`src/rtl/slave_buffered.sv`:
```
// Buffered four-phase req/ack slave: accepts words into a FIFO, drains over valid/ready.
// Optional statistics counters are enabled by defining SLV_BUF_STATS_EN.
module slave_buffered #(
  parameter  int DATA_W = 32,
  parameter  int DEPTH  = 4,
  localparam int LVL_W  = $clog2(DEPTH) + 1
) (
  input  logic              clk,
  input  logic              rst_n,
  input  logic              req,
  input  logic [DATA_W-1:0] data,
  output logic              ack,
  output logic [DATA_W-1:0] last_data,
  output logic              out_valid,
  output logic [DATA_W-1:0] out_data,
  input  logic              out_ready,
  output logic [LVL_W-1:0]  level,
  output logic              full,
  output logic              empty
`ifdef SLV_BUF_STATS_EN
  ,
  output logic [15:0]       stat_accept,
  output logic [15:0]       stat_stall
`endif
);

  localparam int PTR_W = $clog2(DEPTH);

  typedef enum logic [1:0] {
    S_IDLE,
    S_ACK,
    S_WAIT_LOW
  } state_t;

  state_t              r_state;
  state_t              w_next_state;
  logic                w_ack;
  logic                w_push;
  logic                w_pop;
  logic                w_full;
  logic                w_empty;

  logic [DATA_W-1:0]   r_mem [DEPTH];
  logic [PTR_W-1:0]    r_wr_ptr;
  logic [PTR_W-1:0]    r_rd_ptr;
  logic [LVL_W-1:0]    r_level;
  logic [DATA_W-1:0]   r_last_data;

  // Full/empty come from the pre-edge level only, so a pop never frees a slot
  // for a push in the same cycle.
  assign w_full  = (r_level == LVL_W'(DEPTH));
  assign w_empty = (r_level == '0);
  assign w_pop   = !w_empty && out_ready;

  // NOTE: state and all sequential state use non-blocking assignments.
  always_ff @(posedge clk or negedge rst_n) begin
    if (!rst_n) r_state <= S_IDLE;
    else        r_state <= w_next_state;
  end

  // NOTE: default assignment first so no path leaves the signal unassigned (no latch).
  always_comb begin
    w_next_state = r_state;
    case (r_state)
      S_IDLE:     if (req && !w_full) w_next_state = S_ACK;
      S_ACK:      w_next_state = req ? S_WAIT_LOW : S_IDLE;
      S_WAIT_LOW: if (!req) w_next_state = S_IDLE;
      default:    w_next_state = S_IDLE;
    endcase
  end

  // ack is decoded from the state register, so it is a registered, glitch-free pulse.
  always_comb begin
    w_ack  = (r_state == S_ACK);
    w_push = (r_state == S_IDLE) && req && !w_full;
  end

  // NOTE: storage is deliberately not reset; occupancy is tracked by r_level.
  always_ff @(posedge clk) begin
    if (w_push) r_mem[r_wr_ptr] <= data;
  end

  always_ff @(posedge clk or negedge rst_n) begin
    if (!rst_n) begin
      r_wr_ptr    <= '0;
      r_rd_ptr    <= '0;
      r_level     <= '0;
      r_last_data <= '0;
    end else begin
      if (w_push) begin
        r_wr_ptr    <= r_wr_ptr + PTR_W'(1);
        r_last_data <= data;
      end
      if (w_pop) r_rd_ptr <= r_rd_ptr + PTR_W'(1);
      case ({w_push, w_pop})
        2'b10:   r_level <= r_level + LVL_W'(1);
        2'b01:   r_level <= r_level - LVL_W'(1);
        default: r_level <= r_level;
      endcase
    end
  end

`ifdef SLV_BUF_STATS_EN
  logic [15:0] r_stat_accept;
  logic [15:0] r_stat_stall;
  logic        w_stall;

  assign w_stall = (r_state == S_IDLE) && req && w_full;

  always_ff @(posedge clk or negedge rst_n) begin
    if (!rst_n) begin
      r_stat_accept <= '0;
      r_stat_stall  <= '0;
    end else begin
      if (w_push && (r_stat_accept != 16'hFFFF)) r_stat_accept <= r_stat_accept + 16'd1;
      if (w_stall && (r_stat_stall != 16'hFFFF)) r_stat_stall  <= r_stat_stall + 16'd1;
    end
  end

  assign stat_accept = r_stat_accept;
  assign stat_stall  = r_stat_stall;
`endif

  // Head word is masked to zero while empty so the output never shows X.
  assign out_data  = w_empty ? '0 : r_mem[r_rd_ptr];
  assign ack       = w_ack;
  assign last_data = r_last_data;
  assign out_valid = !w_empty;
  assign level     = r_level;
  assign full      = w_full;
  assign empty     = w_empty;

endmodule

```
`config.mk`:
```
export PLATFORM = sky130hd
export DESIGN_NAME = slave_buffered
export DESIGN_NICKNAME = d
export VERILOG_FILES = /design/src/rtl/slave_buffered.sv
export SDC_FILE = /design/constraint.sdc
export NUM_CORES = 1
export LEC_CHECK = 0
export CAP_MARGIN = 0
export CORE_AREA = 2 2 111 113
export CTS_CLUSTER_SIZE = 10
export DETAILED_ROUTE_END_ITERATION = 12
export DIE_AREA = 0 0 113 115
export PLACE_DENSITY = 0.88
export SYNTH_ARGS = -nofsm -noshare
export SYNTH_HDL_FRONTEND = slang
export SYNTH_SLANG_ARGS = --single-unit
```
`constraint.sdc`:
```
create_clock -name clk -period 5.8 [get_ports clk]
set_input_delay 0.58 -clock clk [delete_from_list [all_inputs] [get_ports clk]]
set_output_delay 0.58 -clock clk [all_outputs]
set_load 0.01 [all_outputs]
```
# Word level (Yosys, flattened, before mapping)
# Memory sizes are Yosys's and may differ from the RTL's.
# Cells that the tools add are included.
[classes]
add_sub_neg = 4
eq_ne = 7
muxes = 8
reduce_logical = 10
[op_table]
columns = ["operator", "count"]
rows = [
  ["32-bit 2-to-1 mux", 1],
  ["2-bit 2-to-1 mux", 3],
  ["2-bit case mux with 3 select lines", 1],
  ["3-bit case mux with 2 select lines", 1],
  ["2-bit by 1-bit adder with 2-bit output, second input constant", 2],
  ["2-bit by 1-bit == test with 1-bit output, second input constant", 2],
  ["2-bit == test, second input constant", 2],
  ["1-bit logical AND", 4],
  ["2-bit inequality test, second input constant", 2],
  ["3-bit by 1-bit adder with 3-bit output, second input constant", 1],
  ["3-bit == test, second input constant", 1],
  ["3-bit logical NOT", 1],
  ["3-bit by 1-bit subtractor with 3-bit output, second input constant", 1],
  ["1-bit logical NOT", 2],
  ["2-bit logical NOT", 1],
  ["1-bit 2-to-1 mux", 2],
  ["2-bit AND reduction", 1],
  ["2-bit nonzero test", 1],
]
[totals]
register_bits = 41
mem_bits_rw = 128
inputBits = 36
output_inout_bits = 71
memories = 1
[mem_list]
columns = ["memory", "depth", "word_bits", "read_ports", "rd_ports_with_merged_regs", "write_ports", "line_no", "source"]
rows = [
  ["r_mem", 4, 32, 1, 0, 1, "43", "logic [DATA_W-1:0] r_mem [DEPTH];"],
]

# Longest topological paths before layout
# Gate-level depths: netlist (run 1).
[logic_depth]
word_depth = 5
depth_mapped = 10

# Worst setup path after synthesis (run 1)
# OpenSTA, ideal clock, no wires.
[synth_timing]
path_kind = "flip-flop to flip-flop"
from = "register r_level[2], in the netlist level[2]"
to = "memory r_mem[0][0] (enable)"
arrival_ns = 1.973
t_required_ns = 5.408
slack_ns = 3.435
path_stages_with_launch = 5
cell_sequence = "dfrtp_1 nor3b_2 nor4b_4 buf_6 and2_1"
[synth_between]
elab_chain_len = 5
[synth_lines]
columns = ["element", "line_no", "source"]
rows = [
  ["from (decl)", "46", "logic [LVL_W-1:0] r_level;"],
  ["from (signal assigned)", "96", "2'b10: r_level <= r_level + LVL_W'(1);"],
  ["from (signal assigned)", "97", "2'b01: r_level <= r_level - LVL_W'(1);"],
  ["from (signal assigned)", "98", "default: r_level <= r_level;"],
  ["3-bit == test", "51", "assign w_full = (r_level == LVL_W'(DEPTH));"],
  ["net full", "18", "output logic full,"],
  ["1-bit logical NOT", "75", "w_push = (r_state == S_IDLE) && req && !w_full;"],
  ["1-bit logical AND", "75", ""],
  ["1-bit 2-to-1 mux", "80", "if (w_push) r_mem[r_wr_ptr] <= data;"],
  ["1-bit 2-to-1 mux (not written as such)", "80", ""],
  ["to (decl)", "43", ""],
]
# The timed path passes the listed nets, and every way through them passes these cells.

# Worst setup path in the final report (run 1)
[layout_timing]
from = "register r_rd_ptr[0]"
to = "output out_data[5]"
[layout_between]
elab_chain_len = 2
[layout_lines]
columns = ["element", "line_no", "source"]
rows = [
  ["from (decl)", "45", "logic [PTR_W-1:0] r_rd_ptr;"],
  ["from (signal assigned)", "94", "if (w_pop) r_rd_ptr <= r_rd_ptr + PTR_W'(1);"],
  ["memory read 4 x 32 bit", "--", ""],
  ["32-bit 2-to-1 mux", "125", "assign out_data = w_empty ? '0 : r_mem[r_rd_ptr];"],
  ["to (decl)", "15", "output logic [DATA_W-1:0] out_data,"],
]
# Every way passes these cells.

==> results of run 1 <==
per-layer routing:
layer,global-route usage,up-vias,share of wire
met3,0.0517,7,0.049
met2,0.353,100,0.53
li1,-,1442,-
met5,0,-,0
met4,0.0780,0,0.0078
met1,0.264,1644,0.41
kinds of logic after synthesis:
group | after synthesis | synth area share
buffers and inverters | 23 | 0.0223
multiplexers | 66 | 0.168
AO/OA/AOI/OAI | 1 | 0.00115
flip-flops | 169 | 0.743
AND/OR/NAND/NOR | 44 | 0.0450
XOR/XNOR | 6 | 0.00802
adder cells (fa/ha/maj) | 6 | 0.0126
worst max path at each step:
| stage | startpoint | endpoint | slack (ps) | cells after the start |
|---|---|---|---|---|
| CTS | r_rd_ptr[0]$_DFFE_PN0P_ | out_data[5] | 2260 | 3 |
| floorplan | level[2]$_DFFE_PN0P_ | r_mem[0][0]$_DFFE_PP_ | 3440 | 4 |
| global route | r_rd_ptr[0]$_DFFE_PN0P_ | out_data[5] | 2140 | 3 |
| finish | r_rd_ptr[0]$_DFFE_PN0P_ | out_data[5] | 2370 | 3 |
| detailed placement | req | level[2]$_DFFE_PN0P_ | 2510 | 10 |
| global placement | req | level[2]$_DFFE_PN0P_ | 2620 | 10 |
per-stage QoR:
step	util	instance area (um^2)	std cells	power, mW	hold WS (ps)
after CTS	0.709	8370	586	4.81	370
final	0.709	8370	586	4.75	321
after global routing	0.709	8370	586	4.99	407
after floorplan	-	6560	315	2.72	284
after global placement	0.652	7700	554	3.46	468
after detailed placement	0.652	7700	554	3.51	479
power by group:
group	switching, mW	internal, mW	leakage, nW
clock network	0.453	0.809	0.319
registers	0.233	1.62	1.65
logic	0.636	1.00	0.979
layout make-up:
type	count	area, um^2
clock buffers	17	425
clock inverters	15	248
inverters	7	26.3
flip-flops and latches	169	4870
well taps	147	184
multi-input cells	123	1550
repair buffers	108	1070
fillers	735	3440
synthesized netlist by cell type, types with 2 or more instances:
| master | instances | area (um^2) |
|---|---|---|
| sky130_fd_sc_hd__buf_6 | 7 | 78.8 |
| sky130_fd_sc_hd__ha_1 | 5 | 62.6 |
| sky130_fd_sc_hd__xnor2_1 | 3 | 26.3 |
| sky130_fd_sc_hd__mux4_2 | 32 | 721 |
| sky130_fd_sc_hd__mux2_2 | 30 | 338 |
| sky130_fd_sc_hd__clkbuf_1 | 5 | 18.8 |
| sky130_fd_sc_hd__inv_1 | 7 | 26.3 |
| sky130_fd_sc_hd__dfrtp_1 | 41 | 1030 |
| sky130_fd_sc_hd__edfxtp_1 | 128 | 3840 |
| sky130_fd_sc_hd__mux2_1 | 3 | 33.8 |
| sky130_fd_sc_hd__nor2b_1 | 2 | 12.5 |
| sky130_fd_sc_hd__xor2_1 | 3 | 26.3 |
| sky130_fd_sc_hd__buf_2 | 3 | 15.0 |
| sky130_fd_sc_hd__and2_1 | 37 | 231 |
registers in the layout (all words and copies together) (netlist names):
name       count
r_mem        128
r_state        2
r_rd_ptr       2
level          3
r_wr_ptr       2
last_data     32
==> impl_metrics.xml, run 1 <==
<?xml version="1.0" encoding="UTF-8"?>
<metrics>
  <group name="outcome">
    <metric name="run_status" unit="">finished, violations left</metric>
    <metric name="violations" unit="">DRC</metric>
  </group>
  <group name="placed_design">
    <metric name="globalplace.congestion" unit="">0.761</metric>
    <metric name="detailed_place_hpwl" unit="um">6980</metric>
    <metric name="pre_cts_setup_slack" unit="ps">2510</metric>
    <metric name="port_buffers" unit="">106</metric>
  </group>
  <group name="run">
    <metric name="maxCapViolCount" unit="">0</metric>
  </group>
  <group name="timing">
    <metric name="min_period" unit="ps">3430</metric>
    <metric name="max_slew.worst_pin.slew" unit="ps">1120</metric>
    <metric name="setup-violations-final" unit="">0</metric>
    <metric name="rsz0062_at_grt" unit="">no</metric>
    <metric name="timing.clock.skew" unit="ps">7.05</metric>
    <metric name="timing_hold_violations_final" unit="">0</metric>
    <metric name="final_critical_path_setup_slack" unit="ps">2370</metric>
    <metric name="fmaxAchievable" unit="GHz">0.291</metric>
    <metric name="maxSlewHeadroom" unit="">0.251</metric>
    <metric name="timing.final.crit_share" unit="">0.592</metric>
    <metric name="timing.setup.tns" unit="ps">0</metric>
    <metric name="drv_slew" unit="">0</metric>
  </group>
  <group name="clock_network">
    <metric name="cts_root_buf" unit="">sky130_fd_sc_hd__clkbuf_16</metric>
    <metric name="post_cts.resized_instances" unit="">0</metric>
    <metric name="ctsHoldBuffers" unit="">0</metric>
    <metric name="clock_tree_sinks" unit="">169</metric>
    <metric name="numCtsBuffers" unit="">17</metric>
    <metric name="htreeDepth" unit="">4</metric>
    <metric name="cts_tree" unit="">done</metric>
    <metric name="clk_pin_slew_worst_paths" unit="ps">60</metric>
    <metric name="worstSkewPairLatency" unit="ps">420</metric>
    <metric name="cts_buffer_depth" unit="">2</metric>
    <metric name="postCtsSetupBuffers" unit="">0</metric>
  </group>
  <group name="power">
    <metric name="peak_supply_drop" unit="mV">0.322</metric>
    <metric name="leakage" unit="nW">2.94</metric>
    <metric name="power_density" unit="mW/mm^2">567</metric>
  </group>
  <group name="routing">
    <metric name="postRouteAntennaNets" unit="">0</metric>
    <metric name="detail_route.first_pass.iterations" unit="">9</metric>
    <metric name="first_iter_violations" unit="">178</metric>
    <metric name="remaining_drc_errors" unit="">10</metric>
    <metric name="postRouteWirelength" unit="um">12200</metric>
    <metric name="detailroute.via_count" unit="">3193</metric>
    <metric name="detail_route.wl_per_cell" unit="um">20.9</metric>
    <metric name="drt-vias-per-instance" unit="">5.45</metric>
  </group>
  <group name="logic_synthesis">
    <metric name="synth_seq_cells" unit="">169</metric>
    <metric name="ys_seq_area_frac" unit="">0.743</metric>
    <metric name="ys.flop_type" unit="">sky130_fd_sc_hd__edfxtp_1</metric>
    <metric name="postSynthNetCount" unit="">357</metric>
    <metric name="postSynthCellCount" unit="">315</metric>
    <metric name="mappedNetlistArea" unit="mm^2">0.00656</metric>
    <metric name="synth_edf_count" unit="">128</metric>
    <metric name="synth_warnings" unit="">0</metric>
    <metric name="syn_area_per_cell" unit="um^2">20.8</metric>
    <metric name="synth-async-reset-ratio" unit="">0.243</metric>
    <metric name="post_synth_num_cell_types" unit="">23</metric>
  </group>
  <group name="critical_path">
    <metric name="end_kind" unit="">primary output</metric>
    <metric name="critPathRequiredTime" unit="ps">5220</metric>
    <metric name="timing.critical_path.cells" unit="">mux4_2 -&gt; and2_1 -&gt; clkdlybuf4s50_1</metric>
    <metric name="path_max_fanout" unit="">34</metric>
    <metric name="critical-path-max-stage-delay" unit="ps">1110</metric>
    <metric name="worst_reg2reg_path_startpoint" unit="">level[2]$_DFFE_PN0P_</metric>
    <metric name="worst-endpoint-arrival" unit="ps">2850</metric>
    <metric name="start_kind" unit="">flip-flop</metric>
    <metric name="reg2reg_slack" unit="ps">2900</metric>
    <metric name="regToRegEndpoint" unit="">level[2]$_DFFE_PN0P_</metric>
    <metric name="worst_r2r_path_depth" unit="">10</metric>
    <metric name="critPathKind" unit="">reg -&gt; out</metric>
    <metric name="slowest_stage" unit="">sky130_fd_sc_hd__dfrtp_2</metric>
    <metric name="path_delay_family" unit="">flip-flops</metric>
    <metric name="critical_path_buf_inv_count" unit="">1</metric>
  </group>
  <group name="global_route">
    <metric name="grt_first_pass_wirelength" unit="um">19700</metric>
    <metric name="global_route.overflow_total" unit="">0</metric>
    <metric name="grt_start_max_net_pins" unit="">42</metric>
    <metric name="number_of_global_route_vias_before_repair" unit="">3556</metric>
    <metric name="overall_track_demand_over_capacity_in_global_routing" unit="">0.208</metric>
    <metric name="grt_antenna_before_repair" unit="">0</metric>
  </group>
  <group name="layout">
    <metric name="layout_commonest_cell" unit="">sky130_fd_sc_hd__edfxtp_1</metric>
    <metric name="final_cell_mix" unit="">128 x sky130_fd_sc_hd__edfxtp_1, 105 x sky130_fd_sc_hd__clkdlybuf4s50_1, 39 x sky130_fd_sc_hd__dfrtp_1</metric>
    <metric name="antenna-diode-count" unit="">0</metric>
    <metric name="design.final.nets" unit="">468</metric>
    <metric name="layout-area-overhead-vs-synth" unit="%">27.7</metric>
    <metric name="drive_gt1_frac" unit="">0.239</metric>
  </group>
  <group name="floorplanning">
    <metric name="top_level_ports" unit="">107</metric>
    <metric name="coreArea" unit="mm^2">0.0118</metric>
    <metric name="dieHeight" unit="um">115</metric>
    <metric name="die_w" unit="um">113</metric>
    <metric name="initial_utilization" unit="">0.555</metric>
    <metric name="row_count" unit="">40</metric>
    <metric name="die_area" unit="mm^2">0.0130</metric>
  </group>
  <group name="min_path">
    <metric name="worstHoldPathType" unit="">in -&gt; async</metric>
  </group>
</metrics>
Note: power is estimated with default switching activity, not from simulation.
==> run 2: changes to the inputs <==
- CORE_AREA: 2 2 111 113 -> 2 2 120 122
- DIE_AREA: 0 0 113 115 -> 0 0 122 124
- PLACE_DENSITY: 0.88 -> 0.8
- clock period: 5.8 -> 3.1 ns (I/O delays scaled with it)
==> impl_metrics.xml, run 2 (synthesis results as in run 1) <==
<?xml version="1.0" encoding="UTF-8"?>
<metrics>
  <group name="layout">
    <metric name="largest_reg_flops" unit="">128</metric>
    <metric name="drive_gt1_frac" unit="">0.243</metric>
    <metric name="layout-area-overhead-vs-synth" unit="%">28.4</metric>
    <metric name="antenna-diode-count" unit="">0</metric>
    <metric name="layout_commonest_cell" unit="">sky130_fd_sc_hd__edfxtp_1</metric>
    <metric name="final.fill_count" unit="">965</metric>
    <metric name="design.final.nets" unit="">477</metric>
    <metric name="final_cell_mix" unit="">128 x sky130_fd_sc_hd__edfxtp_1, 105 x sky130_fd_sc_hd__clkdlybuf4s50_1, 39 x sky130_fd_sc_hd__dfrtp_1</metric>
    <metric name="most_flops_register" unit="">r_mem</metric>
  </group>
  <group name="floorplanning">
    <metric name="die_w" unit="um">122</metric>
    <metric name="initial_utilization" unit="">0.478</metric>
    <metric name="coreArea" unit="mm^2">0.0137</metric>
    <metric name="dieHeight" unit="um">124</metric>
    <metric name="die_area" unit="mm^2">0.0151</metric>
    <metric name="row_count" unit="">43</metric>
    <metric name="top_level_ports" unit="">107</metric>
  </group>
  <group name="power">
    <metric name="power_density" unit="mW/mm^2">1020</metric>
    <metric name="peak_supply_drop" unit="mV">0.523</metric>
    <metric name="leakage" unit="nW">2.95</metric>
  </group>
  <group name="outcome">
    <metric name="run_status" unit="">completed</metric>
  </group>
  <group name="timing">
    <metric name="timing_hold_violations_final" unit="">0</metric>
    <metric name="max_slew.worst_pin.slew" unit="ps">1030</metric>
    <metric name="final_critical_path_setup_slack" unit="ps">320</metric>
    <metric name="fmaxAchievable" unit="GHz">0.360</metric>
    <metric name="timing.final.crit_share" unit="">0.897</metric>
    <metric name="maxSlewHeadroom" unit="">0.314</metric>
    <metric name="setup-violations-final" unit="">0</metric>
    <metric name="timing.clock.skew" unit="ps">5.34</metric>
    <metric name="min_period" unit="ps">2780</metric>
    <metric name="timing.setup.tns" unit="ps">0</metric>
    <metric name="drv_slew" unit="">0</metric>
    <metric name="rsz0062_at_grt" unit="">no</metric>
  </group>
  <group name="critical_path">
    <metric name="cp-endpoint" unit="">out_data[17]</metric>
    <metric name="slowest_stage" unit="">sky130_fd_sc_hd__dfrtp_2</metric>
    <metric name="end_kind" unit="">primary output</metric>
    <metric name="regToRegEndpoint" unit="">level[2]$_DFFE_PN0P_</metric>
    <metric name="critPathRequiredTime" unit="ps">2790</metric>
    <metric name="start_kind" unit="">flip-flop</metric>
    <metric name="critPathKind" unit="">reg -&gt; out</metric>
    <metric name="critical-path-max-stage-delay" unit="ps">580</metric>
    <metric name="crit_path_start" unit="">r_rd_ptr[0]$_DFFE_PN0P_</metric>
    <metric name="worst_reg2reg_path_startpoint" unit="">level[0]$_DFFE_PN0P_</metric>
    <metric name="path_max_fanout" unit="">10</metric>
    <metric name="reg2reg_slack" unit="ps">800</metric>
    <metric name="worst-endpoint-arrival" unit="ps">2470</metric>
    <metric name="timing.critical_path.cells" unit="">buf_4 -&gt; mux4_2 -&gt; and2_1 -&gt; clkdlybuf4s50_1</metric>
    <metric name="worst_r2r_path_depth" unit="">8</metric>
  </group>
  <group name="routing">
    <metric name="first_iter_violations" unit="">216</metric>
    <metric name="remaining_drc_errors" unit="">0</metric>
    <metric name="detail_route.first_pass.iterations" unit="">5</metric>
    <metric name="postRouteWirelength" unit="um">12000</metric>
    <metric name="drt-vias-per-instance" unit="">5.22</metric>
    <metric name="detailroute.via_count" unit="">3280</metric>
    <metric name="postRouteAntennaNets" unit="">0</metric>
    <metric name="detail_route.wl_per_cell" unit="um">19.2</metric>
  </group>
  <group name="placed_design">
    <metric name="globalplace.congestion" unit="">0.678</metric>
    <metric name="detailed_place_hpwl" unit="um">7770</metric>
    <metric name="port_buffers" unit="">106</metric>
    <metric name="pre_cts_setup_slack" unit="ps">726</metric>
  </group>
  <group name="clock_network">
    <metric name="worstSkewPairLatency" unit="ps">420</metric>
    <metric name="htreeDepth" unit="">4</metric>
    <metric name="post_cts.resized_instances" unit="">0</metric>
    <metric name="cts_buffer_depth" unit="">2</metric>
    <metric name="clock_tree_sinks" unit="">169</metric>
    <metric name="cts_tree" unit="">done</metric>
    <metric name="numCtsBuffers" unit="">17</metric>
    <metric name="cts_root_buf" unit="">sky130_fd_sc_hd__clkbuf_16</metric>
    <metric name="postCtsSetupBuffers" unit="">0</metric>
    <metric name="ctsHoldBuffers" unit="">0</metric>
    <metric name="clk_pin_slew_worst_paths" unit="ps">60</metric>
  </group>
  <group name="run">
    <metric name="maxCapViolCount" unit="">0</metric>
  </group>
  <group name="global_route">
    <metric name="grt_antenna_before_repair" unit="">0</metric>
    <metric name="grt_start_max_net_pins" unit="">42</metric>
    <metric name="global_route.overflow_total" unit="">0</metric>
    <metric name="overall_track_demand_over_capacity_in_global_routing" unit="">0.176</metric>
    <metric name="number_of_global_route_vias_before_repair" unit="">3594</metric>
    <metric name="grt_first_pass_wirelength" unit="um">19200</metric>
  </group>
  <group name="min_path">
    <metric name="worstHoldPathType" unit="">in -&gt; async</metric>
  </group>
</metrics>
==> run 2: worst min-delay path by stage <==
stage | cells past startpoint | slack (ps) | from | endpoint
CTS | 1 | 110 | rst_n | last_data[15]$_DFFE_PN0P_
finish | 1 | 70 | rst_n | last_data[14]$_DFFE_PN0P_
detailed placement | 1 | 480 | last_data[15]$_DFFE_PN0P_ | last_data[15]$_DFFE_PN0P_
global route | 1 | 160 | rst_n | last_data[14]$_DFFE_PN0P_
global placement | 1 | 470 | last_data[15]$_DFFE_PN0P_ | last_data[15]$_DFFE_PN0P_
floorplan | 0 | 10 | rst_n | last_data[0]$_DFFE_PN0P_
==> run 2: final cells by class <==
class / count / area, um^2 / share of cell area
tap: 180 / 225 / 0.0267
multi-input combinational: 123 / 1550 / 0.184
clock buffer: 21 / 440 / 0.0523
clock inverter: 11 / 109 / 0.0129
timing repair buffer: 117 / 1200 / 0.143
sequential: 169 / 4870 / 0.579
inverter: 7 / 26.3 / 0.00312
==> run 2: per-stage QoR <==
stage / power [mW] / hold slack, ps / util / cell area [um^2] / instances
global placement: 6.61 / 466 / 0.574 / 7870 / 596
global route: 9.03 / 156 / 0.614 / 8420 / 628
CTS: 8.68 / 106 / 0.614 / 8420 / 628
floorplan: 5.09 / 14.4 / - / 6560 / 315
finish: 8.56 / 71.0 / 0.614 / 8420 / 628
detailed placement: 6.70 / 475 / 0.574 / 7870 / 596
==> run 2: routing by layer <==
layer  track usage  vias to the layer above  routed length, um
met5             0                        -                  0
met1         0.216                     1712               5150
met3        0.0408                       15                562
met4        0.0733                        0                192
li1              -                     1457                  -
met2         0.301                       96               6130
==> run 2: critical path: cells and delay by family, from the launching register on <==
family / cells / cell delay [ps]
buffers and inverters: 2 / 760
DFF: 1 / 580
muxes: 1 / 520
and+or+nand+nor: 1 / 180
==> run 2: power breakdown <==
group / total, mW / switching (mW) / internal, mW
clock network: 1.97 / 0.793 / 1.17
registers: 3.32 / 0.297 / 3.02
logic: 3.28 / 1.31 / 1.97
==> run 3: changes to the inputs <==
- GPL_TIMING_DRIVEN: not set -> 0
==> impl_metrics.xml, run 3 (synthesis results as in run 1) <==
<?xml version="1.0" encoding="UTF-8"?>
<metrics>
  <group name="critical_path">
    <metric name="start_kind" unit="">flip-flop</metric>
    <metric name="path_delay_family" unit="">buffers and inverters</metric>
    <metric name="end_kind" unit="">primary output</metric>
    <metric name="cpMostUsedCell" unit="">sky130_fd_sc_hd__clkbuf_1</metric>
    <metric name="critical-path-max-stage-delay" unit="ps">540</metric>
    <metric name="critPathKind" unit="">reg -&gt; out</metric>
    <metric name="worst-endpoint-arrival" unit="ps">2530</metric>
    <metric name="worst_r2r_path_depth" unit="">4</metric>
    <metric name="critical_path_buf_inv_count" unit="">3</metric>
    <metric name="critPathRequiredTime" unit="ps">2790</metric>
    <metric name="path_max_fanout" unit="">10</metric>
    <metric name="reg2reg_slack" unit="ps">750</metric>
    <metric name="regToRegEndpoint" unit="">r_mem[1][2]$_DFFE_PP_</metric>
    <metric name="timing.critical_path.cells" unit="">or3_1 -&gt; clkbuf_1 -&gt; clkbuf_1 -&gt; and2_1 -&gt; clkdlybuf4s50_1</metric>
    <metric name="worst_reg2reg_path_startpoint" unit="">level[2]$_DFFE_PN0P_</metric>
    <metric name="slowest_stage" unit="">sky130_fd_sc_hd__clkdlybuf4s50_1</metric>
  </group>
  <group name="power">
    <metric name="power.switching_fraction" unit="">0.284</metric>
    <metric name="fin_total_pwr" unit="mW">8.61</metric>
    <metric name="switching_power_total" unit="mW">2.44</metric>
    <metric name="pwr-share-clk" unit="">0.231</metric>
    <metric name="share_of_power_burned_in_registers" unit="">0.376</metric>
    <metric name="leakage" unit="nW">2.96</metric>
    <metric name="power_density" unit="mW/mm^2">1020</metric>
    <metric name="power.combinational.fraction" unit="">0.393</metric>
    <metric name="peak_supply_drop" unit="mV">0.492</metric>
    <metric name="cell_internal_pwr" unit="mW">6.16</metric>
  </group>
  <group name="clock_network">
    <metric name="htreeDepth" unit="">4</metric>
    <metric name="postCtsSetupBuffers" unit="">0</metric>
    <metric name="clk_pin_slew_worst_paths" unit="ps">60</metric>
    <metric name="cts_root_buf" unit="">sky130_fd_sc_hd__clkbuf_16</metric>
    <metric name="worstSkewPairLatency" unit="ps">430</metric>
    <metric name="clock_tree_sinks" unit="">169</metric>
    <metric name="numCtsBuffers" unit="">17</metric>
    <metric name="cts_buffer_depth" unit="">2</metric>
    <metric name="post_cts.resized_instances" unit="">0</metric>
    <metric name="cts_tree" unit="">done</metric>
  </group>
  <group name="placed_design">
    <metric name="post-place-cells" unit="">602</metric>
    <metric name="port_buffers" unit="">106</metric>
    <metric name="globalplace.congestion" unit="">0.733</metric>
    <metric name="detailed_place_hpwl" unit="um">7930</metric>
  </group>
  <group name="global_route">
    <metric name="grtUsageMet2" unit="">0.283</metric>
    <metric name="number_of_global_route_vias_before_repair" unit="">3400</metric>
    <metric name="grt_start_max_net_pins" unit="">33</metric>
    <metric name="grt_antenna_before_repair" unit="">0</metric>
    <metric name="grt_first_pass_wirelength" unit="um">18300</metric>
    <metric name="grt_util_met3" unit="">0.0568</metric>
    <metric name="gr-usage-met1" unit="">0.215</metric>
    <metric name="gr-max-usage-layer" unit="">met2</metric>
    <metric name="global_route.overflow_total" unit="">0</metric>
    <metric name="overall_track_demand_over_capacity_in_global_routing" unit="">0.172</metric>
  </group>
  <group name="routing">
    <metric name="postRouteWirelength" unit="um">12100</metric>
    <metric name="first_iter_violations" unit="">228</metric>
    <metric name="drt-vias-per-instance" unit="">5.13</metric>
    <metric name="detail_route.first_pass.iterations" unit="">4</metric>
    <metric name="postRouteAntennaNets" unit="">0</metric>
    <metric name="remaining_drc_errors" unit="">0</metric>
    <metric name="detail_route.wl_per_cell" unit="um">19.1</metric>
    <metric name="detailroute.via_count" unit="">3256</metric>
  </group>
  <group name="timing">
    <metric name="max_slew.worst_pin.slew" unit="ps">891</metric>
    <metric name="timing.setup.tns" unit="ps">0</metric>
    <metric name="rsz0062_at_grt" unit="">no</metric>
    <metric name="drv_slew" unit="">0</metric>
    <metric name="min_period" unit="ps">2840</metric>
    <metric name="fmaxAchievable" unit="GHz">0.352</metric>
    <metric name="timing_hold_violations_final" unit="">0</metric>
    <metric name="maxSlewHeadroom" unit="">0.406</metric>
    <metric name="timing.final.crit_share" unit="">0.916</metric>
    <metric name="timing.clock.skew" unit="ps">7.80</metric>
    <metric name="setup-violations-final" unit="">0</metric>
  </group>
  <group name="layout">
    <metric name="final_core_utilization" unit="">0.615</metric>
    <metric name="layout-area-overhead-vs-synth" unit="%">28.7</metric>
    <metric name="design.final.nets" unit="">484</metric>
    <metric name="final_cells" unit="">635</metric>
    <metric name="antenna-diode-count" unit="">0</metric>
    <metric name="final_cell_mix" unit="">128 x sky130_fd_sc_hd__edfxtp_1, 105 x sky130_fd_sc_hd__clkdlybuf4s50_1, 41 x sky130_fd_sc_hd__dfrtp_1</metric>
    <metric name="drive_gt1_frac" unit="">0.240</metric>
    <metric name="largest_reg_flops" unit="">128</metric>
    <metric name="layout_commonest_cell" unit="">sky130_fd_sc_hd__edfxtp_1</metric>
    <metric name="most_flops_register" unit="">r_mem</metric>
  </group>
  <group name="floorplanning">
    <metric name="die_area" unit="mm^2">0.0151</metric>
    <metric name="die_w" unit="um">122</metric>
    <metric name="coreArea" unit="mm^2">0.0137</metric>
    <metric name="row_count" unit="">43</metric>
    <metric name="initial_utilization" unit="">0.478</metric>
    <metric name="top_level_ports" unit="">107</metric>
    <metric name="dieHeight" unit="um">124</metric>
  </group>
  <group name="run">
    <metric name="maxCapViolCount" unit="">0</metric>
  </group>
  <group name="min_path">
    <metric name="worstHoldPathType" unit="">in -&gt; async</metric>
  </group>
  <group name="outcome">
    <metric name="run_status" unit="">completed</metric>
  </group>
</metrics>
[run 3: changes by cell type in the layout (fill, tap and decap cells not counted), sizes merged]
cell,change
clkinvlp,+2
buf,+1
dlygate4sd3,+1
clkbuf,+3
[run 3: area by class of cell]
class                      instances  area [um^2]
sequential                       169         4870
inverter                           7         26.3
tap                              180          225
fill                             979         5280
buffer                            16          120
multi-input combinational        123         1550
clock buffer                      19          433
clock inverter                    13          130
timing repair buffer             108         1090
[run 3: stage by stage]
stage / hold WS [ps] / setup WS [ps] / cell area, um^2
2_1_floorplan: 14.4 / 735 / 6560
3_3_place_gp: 468 / -87.3 / 7840
3_5_place_dp: 298 / 503 / 7860
4_1_cts: 375 / 170 / 8440
5_1_grt: 423 / 82.7 / 8440
6_report: 390 / 259 / 8440
[run 3: timing repair]
item / in CTS / in global routing
hold endpoints to repair: 18 / 0
hold buffers: 1 / 0
endpoints found under the setup margin: 0 / 0
[run 3: routing by layer]
layer | vias up | routed length (um)
met1 | 1668 | 5150
met5 | - | 0
li1 | 1478 | -
met3 | 15 | 664
met2 | 95 | 6110
met4 | 0 | 182
[run 3: worst max-delay path by stage]
stage,slack [ps],end,cells after the start,startpoint
floorplan,740,r_mem[0][0]$_DFFE_PP_,4,level[2]$_DFFE_PN0P_
global placement,-90,r_mem[0][4]$_DFFE_PP_,4,req
detailed placement,500,r_mem[1][7]$_DFFE_PP_,4,req
CTS,170,out_data[20],5,level[0]$_DFFE_PN0P_
global route,80,out_data[24],5,level[0]$_DFFE_PN0P_
finish,260,out_data[24],5,level[0]$_DFFE_PN0P_
[run 3: power by group through the flow]
stage,Sequential (mW),Clock (mW),Combinational (mW)
3_3_place_gp,3.25,0,3.39
4_1_cts,3.24,2.03,3.46
5_1_grt,3.29,2.12,3.65
6_report,3.24,1.98,3.38
3_5_place_dp,3.28,0,3.45
2_1_floorplan,3.35,0,1.74
